===== config.mk =====
export PLATFORM = sky130hd
export DESIGN_NAME = fifo
export DESIGN_NICKNAME = d
export VERILOG_FILES = /design/src/rtl/fifo_pkg.sv /design/src/rtl/fifo.sv
export SDC_FILE = /design/constraint.sdc
export NUM_CORES = 1
export LEC_CHECK = 0
export BUFFER_PORTS_ARGS = -buffer_cell sky130_fd_sc_hd__buf_2
export CAP_MARGIN = 20
export CORE_ASPECT_RATIO = 1.75
export CORE_UTILIZATION = 35
export DETAILED_ROUTE_END_ITERATION = 10
export SETUP_SLACK_MARGIN = 0.02
export SLEW_MARGIN = 20
export SYNTH_ARGS = -nofsm -noshare
export SYNTH_HDL_FRONTEND = slang
export SYNTH_SLANG_ARGS = --single-unit

===== constraint.sdc =====
create_clock -name clk -period 3.8 [get_ports clk]
set_input_delay 0 -clock clk [delete_from_list [all_inputs] [get_ports clk]]
set_output_delay 0 -clock clk [all_outputs]
set_load 0.01 [all_outputs]

===== src/rtl/fifo_pkg.sv =====
// Shared types for the synchronous FIFO: the per-cycle operation decoded from
// the accepted write/read pair.
package fifo_pkg;

  typedef enum logic [1:0] {
    OpIdle  = 2'b00,
    OpRead  = 2'b01,
    OpWrite = 2'b10,
    OpBoth  = 2'b11
  } fifo_op_e;

endpackage


===== src/rtl/fifo.sv =====
// Synchronous single-clock FIFO with registered read data, occupancy count and
// sticky overflow/underflow flags.
module fifo
  import fifo_pkg::*;
#(
  parameter int unsigned WIDTH = 8,
  parameter int unsigned DEPTH = 32,
  localparam int unsigned AW = $clog2(DEPTH)
) (
  input  logic             clk,
  input  logic             rst,
  input  logic             wr_en,
  input  logic [WIDTH-1:0] din,
  output logic             full,
  input  logic             rd_en,
  output logic [WIDTH-1:0] dout,
  output logic             empty,
  output logic [AW:0]      count,
  output logic             overflow,
  output logic             underflow
);

  logic [WIDTH-1:0] mem_q [DEPTH];

  logic [AW-1:0]    wr_ptr_q, wr_ptr_d;
  logic [AW-1:0]    rd_ptr_q, rd_ptr_d;
  logic [AW:0]      count_q, count_d;
  logic [WIDTH-1:0] dout_q, dout_d;
  logic             overflow_q, overflow_d;
  logic             underflow_q, underflow_d;

  logic     wr_acc;
  logic     rd_acc;
  fifo_op_e op;

  // Flags derive only from registered state; accept decisions see pre-edge values.
  assign full  = (count_q == (AW+1)'(DEPTH));
  assign empty = (count_q == '0);

  assign wr_acc = wr_en && !full;
  assign rd_acc = rd_en && !empty;
  assign op     = fifo_op_e'({wr_acc, rd_acc});

  always_comb begin
    wr_ptr_d    = wr_ptr_q;
    rd_ptr_d    = rd_ptr_q;
    count_d     = count_q;
    dout_d      = dout_q;
    overflow_d  = overflow_q  | (wr_en && full);
    underflow_d = underflow_q | (rd_en && empty);

    // DEPTH is a power of two, so pointer wrap is plain AW-bit rollover.
    unique case (op)
      OpIdle: ;
      OpWrite: begin
        wr_ptr_d = wr_ptr_q + AW'(1);
        count_d  = count_q + (AW+1)'(1);
      end
      OpRead: begin
        rd_ptr_d = rd_ptr_q + AW'(1);
        dout_d   = mem_q[rd_ptr_q];
        count_d  = count_q - (AW+1)'(1);
      end
      OpBoth: begin
        wr_ptr_d = wr_ptr_q + AW'(1);
        rd_ptr_d = rd_ptr_q + AW'(1);
        dout_d   = mem_q[rd_ptr_q];
      end
      default: ;
    endcase
  end

  always_ff @(posedge clk) begin
    if (rst) begin
      wr_ptr_q    <= '0;
      rd_ptr_q    <= '0;
      count_q     <= '0;
      dout_q      <= '0;
      overflow_q  <= 1'b0;
      underflow_q <= 1'b0;
    end else begin
      wr_ptr_q    <= wr_ptr_d;
      rd_ptr_q    <= rd_ptr_d;
      count_q     <= count_d;
      dout_q      <= dout_d;
      overflow_q  <= overflow_d;
      underflow_q <= underflow_d;
    end
  end

  // Storage is not reset; writes are still blocked while rst is high.
  always_ff @(posedge clk) begin
    if (!rst && wr_acc) begin
      mem_q[wr_ptr_q] <= din;
    end
  end

  assign dout      = dout_q;
  assign count     = count_q;
  assign overflow  = overflow_q;
  assign underflow = underflow_q;

endmodule


-- Word level (Yosys, flattened, before mapping)
Memory sizes are Yosys's and may differ from the RTL's. A register that Yosys moved wholly into a read port is not among the register bits.
Cells that the tools add are included.
- $add $sub $neg: 4
- eq/ne operators: 4
- multiplexer cells: 3
- bitwise operators: 2
- reduce and logical (&&, ||, !) cells: 12
- operators with widths (cell ; count):
    6-bit case mux with 2 select lines ; 1
    5-bit by 1-bit adder with 5-bit output (second input constant) ; 2
    6-bit by 1-bit adder with 6-bit output (second input constant) ; 1
    6-bit equality test (second input constant) ; 1
    6-bit logical NOT ; 1
    6-bit by 1-bit subtractor with 6-bit output (second input constant) ; 1
    1-bit logical AND ; 5
    2-bit equality test (second input constant) ; 2
    2-bit OR reduction ; 2
    1-bit logical NOT ; 3
    2-bit by 1-bit equality test with 1-bit output (second input constant) ; 1
    1-bit two-way mux ; 2
    1-bit bitwise OR ; 2
    2-bit nonzero test ; 1
- flip-flop bits (word level): 18
- bits in writable memories: 256
- input port bits: 12
- word-level logic and storage cells: 31
- memories: 1
- memory list (name ; depth ; bits a word ; rd ports ; clocked after Yosys merged registers in ; write ports ; RTL line ; source):
    mem_q ; 32 ; 8 ; 1 ; 1 ; 1 ; fifo.sv:23 ; logic [WIDTH-1:0] mem_q [DEPTH];

-- Logic depth before layout (Yosys ltp)
Gate-level depths: netlist (run 1).
- depth after elaboration: 6
- depth in mapped cells: 13
- gate-level depth less buffers: 10

-- Least setup slack after synthesis (run 1)
No wires, ideal clock.
- path type: register to register
- from: register count_q[3], in the netlist count[3]
- to: register count_q[4], in the netlist count[4]
- arrival time: 3.024 ns
- required time: 3.677 ns
- setup slack: 0.653 ns
- stages on the path, launching flop included: 14
- path buffers: 3
- cell sequence: dfxtp_1 buf_6 or4_4 o31a_1 buf_6 ha_1 clkbuf_1 xor2_1 ha_1 nor3_1 a21oi_1 o31a_1 o221ai_2 mux2_1
- longest elaborated chain between the ends: 5
- ends and longest elaborated chain (what ; RTL line ; source):
    start: declaration ; fifo.sv:27 ; logic [AW:0] count_q, count_d;
    start signal: assignment ; fifo.sv:84 ; count_q <= count_d;
    parallel branches: the longest is 5 deep, another holds 6-bit by 1-bit subtractor with 6-bit output ; - ;
Parallel ways; which one is timed is not known.
A chain may end at the register's enable or synchronous reset.

-- Final worst setup path (run 1)
- from: register count_q[3], in the netlist count[3]
- to: register count_q[5], in the netlist count[5]
Same word-level chain as after synthesis.

==> reports/metrics.cfg, run 1 <==
[critical_path]
cp_slowest_stage_delay_ns=0.73
worst-setup-path-type=register to register
ff2ff_setup_slack_ns=0.42
worstPathMaxFanout=11
critPathLaunchType=register
end_kind=register
r2r-start=count[3]
worst-path-buf-inv=0
reg2reg_to=count[5]
crit_family=compound AO/OA/AOI/OAI gates
r2r_cells=8
cp_slowest_cell=a2111oi_0
cp.depth=8
crit_chain=or4_4 -> o31a_1 -> ha_1 -> and3b_1 -> o21ai_0 -> a2111oi_0 -> o22ai_1 -> a31oi_1
arrival_ns=3.84
cp.required_ns=4.26

[timing]
slew_headroom_pct=39.6
fmax_mhz=296
final.setup_skew_ns=0.00787
fin_setup_tns_ns=0
hold_violations=0
period_share_pct=89.0
rsz0062_at_grt=no
min_period_ns=3.38
setup_viol=0
slew_violations=0
layout_setup_ws_ns=0.417
worstMarginPinSlew_ns=0.902

[synthesis]
synth.cell_area_sq_mm=0.0114
ys_warn_count=0
seq_area_frac_synth_pct=72.2
synthFlopType=edfxtp_1
ys_ff_latch=282
synthCells=671
avgSynthCellArea_sq_um=16.9
synth_cell_types=49
synthesis.nets=691
synth-edff-count=256
async_flop_share_pct=0

[final_layout]
final-instance-count-excl-fill=1122
final_common_cell=edfxtp_1
final_cell_mix=edfxtp_1 (256), mux2i_1 (75), nor2_1 (64), mux4_2 (32), buf_2 (29)
diodes=0
area_delta_synth_final_pct=12.7
drive_gt1_share_pct=16.8
final_net_count=723

[clocking]
ctsResizeCount=0
clk_pin_slew_worst_paths_ns=0.07
hold_buffers=6
cts_sinks=282
cts_tree=yes
cts_setup_buffers=0
clk_path_buf_depth=3
cts-root-buf=clkbuf_16
cts_buffers=26
cts_htree_levels=1
clkLatencyLatePin_ns=0.53

[global_route]
antenna_found_initial=0
grt_max_degree=43
grt_pass1_vias=6131
grt_usage_pct=14.6
grt_first_pass_wirelength_mm=36.1
grt-ovfl-total=0

[routing]
ant_nets=0
wl_per_cell_um=20.7
drt-pass1-iter-count=7
wl_mm=23.3
drt_iter0_drc=495
drc_errors=3
routed_via_density=5.15
num_vias=5773

[place]
gp_congestion=0.849
place_inst=1069
numPortBuffers=29
dp_hpwl_mm=15.7
post-place-ws_ns=0.501

[pwr]
ir_drop_v=0.000340
p_per_area_mw_per_mm2=595
total_power_mw=7.62
p_leak_nw=3.91

[die]
dieArea_sq_mm=0.0332
initial_utilization_pct=35.4
rows=87
core-area_sq_mm=0.0321
ios=30
die_y_um=240
die_w_um=138

[outcome]
violations=DRC
status=finished, violations left

[worst_hold_path]
hold_path.class=input port to register
hold_start=din[2]
hold_end=mem_q[20][2]
hold-path-cell-count=1

[flow_run]
maxCapViolCount=0

## Yosys cell counts (6+ instances only)
| library cell | count | area, sq um |
|---|---|---|
| clkbuf_1 | 20 | 75.1 |
| inv_1 | 10 | 37.5 |
| nand2_1 | 16 | 60.1 |
| dfxtp_1 | 26 | 521 |
| buf_1 | 9 | 33.8 |
| mux2i_1 | 75 | 751 |
| buf_2 | 6 | 30.0 |
| nor2_1 | 64 | 240 |
| o22ai_1 | 9 | 56.3 |
| a22o_1 | 9 | 78.8 |
| edfxtp_1 | 256 | 7690 |
| a21oi_1 | 14 | 70.1 |
| ha_1 | 8 | 100 |
| mux4_2 | 32 | 721 |
| mux2_2 | 9 | 101 |
| nor3_1 | 11 | 55.1 |
| a22oi_1 | 16 | 120 |
| nor2b_1 | 7 | 43.8 |
| a211oi_1 | 10 | 75.1 |
| xnor2_1 | 6 | 52.6 |
| o2111ai_1 | 9 | 78.8 |
## final cells by class
cell class / count / area, sq um
clock buffer: 37 / 733
clock inverter: 10 / 87.6
fill: 2833 / 19300
inverter: 10 / 37.5
multi-input combinational: 342 / 2960
sequential: 282 / 8210
tap: 400 / 500
timing repair buffer: 41 / 275
## worst register-to-register path, stage by stage, from the launching register on
cell and delay (ns):
dfxtp_1 0.40, or4_4 0.61, o31a_1 0.42, ha_1 0.36, and3b_1 0.27, o21ai_0 0.14, a2111oi_0 0.73, o22ai_1 0.19
a31oi_1 0.19
## flip-flops by register name, indices dropped and copies added, names as in the netlist
name and flops:
dout 8, overflow 1, rd_ptr_q 5, underflow 1
count 6, mem_q 256, wr_ptr_q 5
## per-layer routing
layer,routed length [um],vias up,track usage (%)
met4,1430,0,10.1
met2,12700,133,27.5
met5,0,-,0
met1,8100,2876,14.9
li1,-,2715,-
met3,1040,49,1.89
## metrics by stage
step                      instance area, sq um  hold slack (ns)  util [%]
final                                    12800           0.0202      39.9
after global routing                     12800           0.0377      39.9
after CTS                                12800          0.00769      39.9
after detailed placement                 11900            0.348      37.1
after global placement                   11900            0.346      37.1
after floorplan                          11400           0.0989         -
## cells by family after synthesis
group,share of synthesized area (%)
adders and majority gates,0.881
muxes,13.9
buffers and inverters,1.75
AOI/OAI and AO/OA,5.40
and+or+nand+nor,4.99
DFF,72.2
xor gates and xnor gates,0.847
## where the power goes
group	total [mW]	switching, mW	internal (mW)	leakage [nW]
sequential	3.67	0.172	3.50	2.52
clock	2.52	1.10	1.42	0.396
combinational	1.43	0.769	0.664	0.994
total	7.62	2.04	5.58	3.91
## worst max path at each step
| stage | to | slack [ns] | from |
|---|---|---|---|
| 3_5_place_dp | count[5] | 0.50 | count[3] |
| 4_1_cts | count[5] | 0.48 | count[3] |
| 2_1_floorplan | count[4] | 0.65 | count[3] |
| 6_report | count[5] | 0.42 | count[3] |
| 5_1_grt | count[5] | 0.08 | count[3] |
| 3_3_place_gp | count[5] | 0.57 | count[3] |
No activity file was read; power rests on OpenSTA's default activity.
==> run 2: changes to the inputs <==
Settings changed: CORE_UTILIZATION 35 to 40.
==> run 2 against run 1 <==
Net effect:
- the run now ends clean
- final cell count is 2.5% lower
- global-route usage is 1.6 points higher
- register-to-register slack worse by 0.04 ns
- critical path depth stayed put
- die area is 12% lower
==> reports/metrics.cfg, run 2 (synthesis results as in run 1) <==
[routing]
wl_mm=22.6
wl_per_cell_um=20.7
num_vias=5760
drc_errors=0
drt-pass1-iter-count=4
routed_via_density=5.27
ant_nets=0
drt_iter0_drc=480

[clocking]
cts-root-buf=clkbuf_16
cts_setup_buffers=0
hold_buffers=5
cts_sinks=282
cts_tree=yes
clk_path_buf_depth=3
clkLatencyLatePin_ns=0.52
ctsResizeCount=0
cts_buffers=25
cts_htree_levels=1
clk_pin_slew_worst_paths_ns=0.07

[timing]
fmax_mhz=292
final.setup_skew_ns=0.0109
layout_setup_ws_ns=0.378
fin_setup_tns_ns=0
period_share_pct=90.1
min_period_ns=3.42
slew_headroom_pct=43.8
worstMarginPinSlew_ns=0.840
rsz0062_at_grt=no
setup_viol=0
hold_violations=0
slew_violations=0

[place]
place_inst=1044
numPortBuffers=29
gp_congestion=0.863
dp_hpwl_mm=15.0
post-place-ws_ns=0.506

[pwr]
p_per_area_mw_per_mm2=595
p_clk_share_pct=32.9
p_leak_nw=3.89
internal_power_mw=5.58
power_frac_seq_pct=49.1
p_sw_mw=2.00
sw_frac_of_total_pct=26.4
ir_drop_v=0.000332
pwr-share-comb_pct=18.0

[worst_hold_path]
hold-path-cell-count=1
hold_start=din[3]
hold_path.class=input port to register

[die]
initial_utilization_pct=40.6
dieArea_sq_mm=0.0291
rows=81
die_w_um=129
core-area_sq_mm=0.0280
die_y_um=225
ios=30

[critical_path]
worstPathMaxFanout=10
r2r-start=count[3]
cp.required_ns=4.24
arrival_ns=3.87
r2r_cells=8
end_kind=register
worst-setup-path-type=register to register
cp-startpoint=count[3]
critPathLaunchType=register

[global_route]
grt_pass1_vias=6121
grt_first_pass_wirelength_mm=34.7
grt_usage_pct=16.1
grt-ovfl-total=0
grt_max_degree=45
antenna_found_initial=0

[final_layout]
area_delta_synth_final_pct=12.1
final_common_cell=edfxtp_1
final_net_count=723
largest_reg_flops=256
final_core_util_pct=45.5
diodes=0
drive_gt1_share_pct=16.6
final-instance-count-excl-fill=1094
regMostFlops=mem_q
final_cell_mix=edfxtp_1 (256), mux2i_1 (75), nor2_1 (64), mux4_2 (32), buf_2 (29)

[flow_run]
maxCapViolCount=0

[outcome]
status=finished, final reports clean

run 2: cell count changes in the layout (fill, tap and decap cells not counted), moves of 2 or more:
cell       change
buf_4          +3
bufinv_16      +2
clkbuf_16      -2
clkbuf_8       -2
run 2: per-stage QoR:
step / power, mW / hold WS (ns) / cell area (sq um)
floorplan: 4.74 / 0.0989 / 11400
global route: 7.87 / 0.0441 / 12700
CTS: 7.65 / 0.0137 / 12700
finish: 7.58 / 0.0305 / 12700
global placement: 5.10 / 0.340 / 11900
detailed placement: 5.15 / 0.357 / 11900
run 2: final cells by class:
cell class                      instances  area [sq um]
Sequential cell                       282          8220
Inverter                               10          37.5
Clock buffer                           33           656
Multi-Input combinational cell        342          2960
Tap cell                              373           467
Fill cell                            2487         15200
Timing Repair Buffer                   42           268
Clock inverter                         12           136
run 2: path summary, 6_finish.rpt:
check                  to  slack (ns)
max              count[5]        0.38
min          mem_q[10][3]        0.03
max reg2reg      count[5]        0.38
min reg2reg       dout[6]        0.51
run 2: critical path, cell delays in order (launching register included):
cell and delay (ns):
dfxtp_1 0.41, or4_4 0.60, o31ai_1 0.38, ha_1 0.39
and3b_1 0.23, o21ai_0 0.35, a2111oi_0 0.23, or4_1 0.55
a31oi_1 0.20
run 2: power groups by stage:
stage	Combinational, mW	Sequential [mW]	Clock [mW]
2_1_floorplan	1.08	3.65	0
3_3_place_gp	1.32	3.78	0
3_5_place_dp	1.36	3.79	0
4_1_cts	1.38	3.72	2.56
5_1_grt	1.48	3.75	2.64
6_report	1.37	3.72	2.50
run 2: per-layer routing:
layer	wire length, um	GRT usage, %	share of wire (%)
met5	0	0	0
met4	977	8.29	4.3
met3	797	1.95	3.5
met2	12300	29.6	55
met1	8520	18.1	38
